[config.mk]
export PLATFORM = sky130hd
export DESIGN_NAME = frame_config_writer_flat
export DESIGN_NICKNAME = d
export VERILOG_FILES = /design/src/rtl/frame_config_writer_if.sv /design/src/rtl/frame_config_writer.sv /design/src/flat_wrapper.sv
export SDC_FILE = /design/constraint.sdc
export NUM_CORES = 2
export LEC_CHECK = 0
export ABC_AREA = 1
export ABC_CLOCK_PERIOD_IN_PS = 4800
export CAP_MARGIN = 20
export CORE_AREA = 2 2 338 340
export CTS_CLUSTER_DIAMETER = 100
export CTS_CLUSTER_SIZE = 10
export DETAILED_ROUTE_END_ITERATION = 10
export DIE_AREA = 0 0 340 342
export PLACE_DENSITY_LB_ADDON = 0.2
export REMOVE_ABC_BUFFERS = 1
export SYNTH_ARGS = -nofsm -noshare
export SYNTH_HDL_FRONTEND = slang
export SYNTH_SLANG_ARGS = --single-unit
[constraint.sdc]
create_clock -name UserCLK -period 4.8 [get_ports UserCLK]
set_input_delay 0.96 -clock UserCLK [delete_from_list [all_inputs] [get_ports UserCLK]]
set_output_delay 0.96 -clock UserCLK [all_outputs]
set_load 0.005 [all_outputs]
[src/rtl/frame_config_writer_if.sv]
// Config word stream into the frame writer: 32-bit word with valid/ready handshake.
interface frame_config_writer_if;
    logic [31:0] s_data;
    logic        s_valid;
    logic        s_ready;

    modport master (output s_data, output s_valid, input s_ready);
    modport slave  (input s_data, input s_valid, output s_ready);
endinterface

[src/rtl/frame_config_writer.sv]
// Assembles one config frame (header, then one word per tile row) and pulses one FrameStrobe bit; FRAME_PARITY_EN adds an XOR trailer.
// Latency: strobe rises 2 cycles after the last data word (or trailer) is accepted and is held for StrobeCycles.
// Backpressure: s_ready is low in COMMIT/STROBE; s_valid low during a frame stalls indefinitely.
module frame_config_writer #(
    parameter int MaxFramesPerCol = 20,
    parameter int FrameBitsPerRow = 32,
    parameter int NumRows         = 16,
    parameter int NumColumns      = 16,
    parameter int StrobeCycles    = 2
) (
    input  logic                                   UserCLK,
    input  logic                                   Reset,
    frame_config_writer_if.slave                   s_if,
    output logic [FrameBitsPerRow*NumRows-1:0]     FrameData,
    output logic [MaxFramesPerCol*NumColumns-1:0]  FrameStrobe,
    output logic                                   busy,
    output logic                                   error
);

    localparam int ROW_W   = (NumRows > 1) ? $clog2(NumRows) : 1;
    localparam int CNT_W   = (StrobeCycles > 1) ? $clog2(StrobeCycles) : 1;
    localparam int NSTROBE = MaxFramesPerCol * NumColumns;

    localparam logic [ROW_W-1:0] ROW_LAST     = ROW_W'(NumRows - 1);
    localparam logic [CNT_W-1:0] CNT_LAST     = CNT_W'(StrobeCycles - 1);
    localparam logic [7:0]       NUM_COLS_B   = 8'(NumColumns);
    localparam logic [7:0]       NUM_FRAMES_B = 8'(MaxFramesPerCol);

`ifdef FRAME_PARITY_EN
    typedef enum logic [2:0] {ST_IDLE, ST_LOAD, ST_CHECK, ST_COMMIT, ST_STROBE} state_t;
`else
    typedef enum logic [2:0] {ST_IDLE, ST_LOAD, ST_COMMIT, ST_STROBE} state_t;
`endif

    state_t state_q, state_d;

    logic [ROW_W-1:0]                           row_q, row_d;
    logic [7:0]                                 col_q, col_d;
    logic [7:0]                                 frame_q, frame_d;
    logic                                       bad_q, bad_d;
    logic                                       error_q, error_d;
    logic [CNT_W-1:0]                           cnt_q, cnt_d;
    logic [NumRows-1:0][FrameBitsPerRow-1:0]    data_q, data_d;
    logic [NSTROBE-1:0]                         strobe_q, strobe_d;
`ifdef FRAME_PARITY_EN
    logic [31:0]                                parity_q, parity_d;
`endif

    logic        s_ready;
    logic        accept;
    logic        is_header;
    logic [15:0] strobe_idx;

    assign accept     = s_if.s_valid & s_ready;
    assign is_header  = s_if.s_data[31];
    assign strobe_idx = 16'(col_q) * 16'(MaxFramesPerCol) + 16'(frame_q);

    // State register
    always_ff @(posedge UserCLK) begin
        if (Reset) begin
            state_q <= ST_IDLE;
        end else begin
            state_q <= state_d;
        end
    end

    // Next-state logic
    always_comb begin
        state_d = state_q;
        case (state_q)
            ST_IDLE:   if (accept && is_header) state_d = ST_LOAD;
            ST_LOAD: begin
                if (accept && row_q == ROW_LAST) begin
`ifdef FRAME_PARITY_EN
                    state_d = ST_CHECK;
`else
                    state_d = ST_COMMIT;
`endif
                end
            end
`ifdef FRAME_PARITY_EN
            ST_CHECK:  if (accept) state_d = ST_COMMIT;
`endif
            ST_COMMIT: state_d = bad_q ? ST_IDLE : ST_STROBE;
            ST_STROBE: if (cnt_q == CNT_LAST) state_d = ST_IDLE;
            default:   state_d = ST_IDLE;
        endcase
    end

    // State-decoded outputs
    always_comb begin
        s_ready = 1'b0;
        busy    = (state_q != ST_IDLE);
        case (state_q)
            ST_IDLE:  s_ready = 1'b1;
            ST_LOAD:  s_ready = 1'b1;
`ifdef FRAME_PARITY_EN
            ST_CHECK: s_ready = 1'b1;
`endif
            default:  s_ready = 1'b0;
        endcase
    end

    // Datapath next values
    always_comb begin
        row_d    = row_q;
        col_d    = col_q;
        frame_d  = frame_q;
        bad_d    = bad_q;
        error_d  = error_q;
        cnt_d    = cnt_q;
        data_d   = data_q;
        strobe_d = '0;
`ifdef FRAME_PARITY_EN
        parity_d = parity_q;
`endif
        case (state_q)
            ST_IDLE: begin
                if (accept && is_header) begin
                    col_d   = s_if.s_data[23:16];
                    frame_d = s_if.s_data[7:0];
                    bad_d   = (s_if.s_data[23:16] >= NUM_COLS_B) |
                              (s_if.s_data[7:0]   >= NUM_FRAMES_B);
                    row_d   = '0;
`ifdef FRAME_PARITY_EN
                    parity_d = '0;
`endif
                end
            end
            ST_LOAD: begin
                if (accept) begin
                    data_d[row_q] = s_if.s_data;
                    row_d         = row_q + 1'b1;
`ifdef FRAME_PARITY_EN
                    parity_d      = parity_q ^ s_if.s_data;
`endif
                end
            end
`ifdef FRAME_PARITY_EN
            ST_CHECK: begin
                if (accept && s_if.s_data != parity_q) bad_d = 1'b1;
            end
`endif
            ST_COMMIT: begin
                cnt_d = '0;
                if (bad_q) begin
                    error_d = 1'b1;
                end else begin
                    strobe_d = NSTROBE'(1) << strobe_idx;
                end
            end
            ST_STROBE: begin
                // Hold the one-hot strobe until the final high cycle, then release it.
                if (cnt_q != CNT_LAST) begin
                    strobe_d = strobe_q;
                    cnt_d    = cnt_q + 1'b1;
                end
            end
            default: ;
        endcase
    end

    always_ff @(posedge UserCLK) begin
        if (Reset) begin
            row_q    <= '0;
            col_q    <= '0;
            frame_q  <= '0;
            bad_q    <= 1'b0;
            error_q  <= 1'b0;
            cnt_q    <= '0;
            data_q   <= '0;
            strobe_q <= '0;
`ifdef FRAME_PARITY_EN
            parity_q <= '0;
`endif
        end else begin
            row_q    <= row_d;
            col_q    <= col_d;
            frame_q  <= frame_d;
            bad_q    <= bad_d;
            error_q  <= error_d;
            cnt_q    <= cnt_d;
            data_q   <= data_d;
            strobe_q <= strobe_d;
`ifdef FRAME_PARITY_EN
            parity_q <= parity_d;
`endif
        end
    end

    assign s_if.s_ready = s_ready;
    assign FrameData    = data_q;
    assign FrameStrobe  = strobe_q;
    assign error        = error_q;

endmodule

[src/flat_wrapper.sv]
// flat-port wrapper written by rule: the top's interface ports become plain ports
module frame_config_writer_flat 
#(
    parameter int MaxFramesPerCol = 20,
    parameter int FrameBitsPerRow = 32,
    parameter int NumRows         = 16,
    parameter int NumColumns      = 16,
    parameter int StrobeCycles    = 2
)
  (UserCLK, Reset, FrameData, FrameStrobe, busy, error, s_if_s_data, s_if_s_valid, s_if_s_ready);
  frame_config_writer_if s_if_i ();
  input  logic UserCLK;
  input  logic Reset;
  output logic [FrameBitsPerRow*NumRows-1:0] FrameData;
  output logic [MaxFramesPerCol*NumColumns-1:0] FrameStrobe;
  output logic busy;
  output logic error;
  input wire logic [$bits(s_if_i.s_data)-1:0] s_if_s_data;
  input wire logic [$bits(s_if_i.s_valid)-1:0] s_if_s_valid;
  output wire logic [$bits(s_if_i.s_ready)-1:0] s_if_s_ready;
  assign s_if_i.s_data = s_if_s_data;
  assign s_if_i.s_valid = s_if_s_valid;
  assign s_if_s_ready = s_if_i.s_ready;
  frame_config_writer #(.MaxFramesPerCol(MaxFramesPerCol), .FrameBitsPerRow(FrameBitsPerRow), .NumRows(NumRows), .NumColumns(NumColumns), .StrobeCycles(StrobeCycles)) u_core (.UserCLK(UserCLK), .Reset(Reset), .s_if(s_if_i), .FrameData(FrameData), .FrameStrobe(FrameStrobe), .busy(busy), .error(error));
endmodule
==> flow_metrics.tcl <==
set metrics [dict create \
    hold_viol 0 \
    die_area_sq_um 116300 \
    path_max_fanout 8 \
    postCtsResizedCells 0 \
    core_area_sq_um 113100 \
    gr-total-overflow 0 \
    avgSynthCellArea_sq_um 7.818 \
    portBuffers 869 \
    synth-seq-cells 857 \
    p_int_mw 11.08 \
    tritoncts "yes" \
    fmax_mhz 240.8 \
    dp_hpwl_um 100400 \
    yosysUniqueCellTypes 33 \
    critPathArrivalTime_ns 4.74 \
    wl_per_cell_um 24.75 \
    drc_errors 0 \
    area_growth_pct 39.34 \
    initial_core_util_pct 27.89 \
    clk_latency_ns 0.68 \
    clock_path_buffers 3 \
    synth_seq_area_share_pct 54.40 \
    rsz0062_at_grt "false" \
    hold_path_class "reg -> reg" \
    tightestPinTransition_ns 1.178 \
    track_usage_pct 25.23 \
    finalSetupTns_ns 0 \
    yosys_warnings 0 \
    ir_drop_v 0.0003516 \
    multi_input_area_sq_um 12750 \
    ctsHoldBuffers 0 \
    root_buffer "clkbuf_16" \
    design_area_sq_um 43950 \
    max-cap-violations 0 \
    drive_gt1_share_pct 6.233 \
    fill_cells 11450 \
    vias 30902 \
    seq_area_sq_um 17160 \
    slowest_stage "fa_1" \
    htreeDepth 3 \
    powerDensity_nw_per_um2 348.8 \
    routed_wl_um 153800 \
    die_w_um 340 \
    relSlewSlack_pct 21.19 \
    drtIter0Drc 2726 \
    cp.required_ns 5.39 \
    cts_buffers 96 \
    diodes 0 \
    fin_crit_sh_pct 86.52 \
    power_frac_seq_pct 46.9 \
    cts.reportedPaths.clkPinSlew_ns 0.06 \
    layout.nets 4754 \
    cp_cell_sequence "ha_1 > ha_1 > fa_1 > xor2_1 > ha_1 > a21oi_1 > o21ai_0 > a21oi_1 > nor2_1 > nand2_1 > nand4_2 > nor2_4 > nand4_1 > nor2_2 > nand4_1 > a21oi_1" \
    syn_inst 4034 \
    combPwrFrac_pct 9.5 \
    outcome "complete, no violations" \
    final_common_cell "nor2_1" \
    switching_power_mw 4.254 \
    swShare_pct 27.75 \
    syn_area_sq_um 31540 \
    cp-start-kind "register" \
    final_cell_mix "nor2_1 (941), clkdlybuf4s50_1 (858), dfxtp_1 (857)" \
    via_per_inst 4.974 \
    cts.sinks 857 \
    place_congestion 0.8675 \
    cp_top_family "simple AND/OR/NAND/NOR gates" \
    grt_max_degree 211 \
    grt_pass1_vias 28493 \
    period_minus_slack_ns 4.153 \
    grt_pass1_wl_um 218400 \
    final_antenna_net_count 0 \
    hold-worst-slack_ns 0.4472 \
    clock_skew_ns 0.04115 \
    utilization_pct 38.86 \
    dr.pass1.iters 5 \
    cts_setup_buffers 0 \
    clockPowerShare_pct 43.6 \
    cpPeakStageDelay_ns 0.46 \
    leakage_nw 16.16 \
    dpl_cell_area_sq_um 41350 \
    boundaryPins 870 \
    worstSetupPathType "reg -> reg" \
    setup_viol 0 \
    cp.buffers_inverters 0 \
    rows 124 \
    slew_violations 0 \
    chipHeight_um 342 \
    antenna_found_initial 3 \
    endpoint_kind "register" \
]
==> worst paths after layout <==
kind                         from                       to  slack, ns  cells past startpoint
setup / recovery  u_core.col_q[1]  u_core.FrameStrobe[284]       0.65                     16
hold / removal       u_core.error             u_core.error       0.45                      2
setup reg to reg  u_core.col_q[1]  u_core.FrameStrobe[284]       0.65                     16
hold reg to reg      u_core.error             u_core.error       0.45                      2
==> metrics by stage <==
step           setup WS [ns]  std cells  power, mW
2_1_floorplan         -12.19       3666      7.959
3_3_place_gp          0.6821       6109      8.800
4_1_cts               0.6330       6213      15.46
6_report              0.6470       6213      15.33
3_5_place_dp          0.7017       6109      8.791
5_1_grt               0.2336       6213      15.80
==> synth_stat cells <==
master	number	area share, %
xor2_1	4	0.11
inv_1	43	0.51
clkbuf_1	276	3.3
nand2_2	3	0.060
buf_6	10	0.36
o21ai_0	532	8.4
a21oi_2	2	0.056
nand4_2	2	0.079
nor3_1	7	0.11
nor2_1	955	11
nand2_1	365	4.3
buf_2	10	0.16
ha_1	22	0.87
fa_1	2	0.13
or2_1	1	0.020
nand4_1	163	3.2
clkinv_1	5	0.060
a21oi_1	404	6.4
buf_1	68	0.81
nor4_1	1	0.020
nand3_1	205	3.3
a31oi_1	1	0.020
o211ai_1	1	0.024
nand3_2	1	0.032
buf_4	4	0.095
and2_4	1	0.028
dfxtp_1	857	54
xnor2_1	1	0.028
a211oi_1	2	0.048
nor2_4	5	0.18
nor2_2	62	1.2
or2_2	1	0.020
inv_2	18	0.21
==> power by group through the flow <==
stage | Combinational, mW | Clock, mW | Sequential (mW)
finish | 1.46 | 6.68 | 7.19
global placement | 1.45 | 0 | 7.35
detailed placement | 1.44 | 0 | 7.35
global route | 1.53 | 7.07 | 7.20
floorplan | 0.613 | 0 | 7.35
CTS | 1.45 | 6.82 | 7.19
==> per-layer routing <==
layer	track usage (%)	vias up	wire, um
met4	10.70	4	7102
li1	-	14636	-
met2	39.68	1249	69550
met1	30.33	14751	61080
met5	0	-	26
met3	10.31	262	16010
==> state kept, by name (all words and copies together), names as in the netlist <==
| signal | flops |
|---|---|
| u_core.FrameData | 512 |
| u_core.FrameStrobe | 320 |
| u_core.bad_q | 1 |
| u_core.cnt_q | 1 |
| u_core.col_q | 8 |
| u_core.error | 1 |
| u_core.frame_q | 8 |
| u_core.row_q | 4 |
| u_core.state_q | 2 |
==> area by class of cell <==
cell class | instances | area share [%]
multi-input cells | 2743 | 29.00
clock buffers | 96 | 5.466
well taps | 1512 | 4.305
inverters | 66 | 0.5979
flip-flops and latches | 857 | 39.04
clock inverters | 8 | 0.4413
repair buffers | 931 | 21.15
==> tightest hold or removal path: stages (launching register included) <==
cell and delay (ns):
dfxtp_1 0.30, inv_1 0.04, a21oi_1 0.05
==> cell families (layout without fill, tap and decap cells) <==
logic type               count (synthesis)  after routing  synth area share [%]
AND/OR/NAND/NOR                       1772           1772                 23.97
AO/OA/AOI/OAI                          942            942                 15.00
flip-flops                             857            857                 54.40
buffers and inverters                  434           1101                 5.491
adder cells (fa/ha/maj)                 24             24                0.9997
XOR/XNOR                                 5              5                0.1388
No activity file was read; power rests on OpenSTA's default activity.
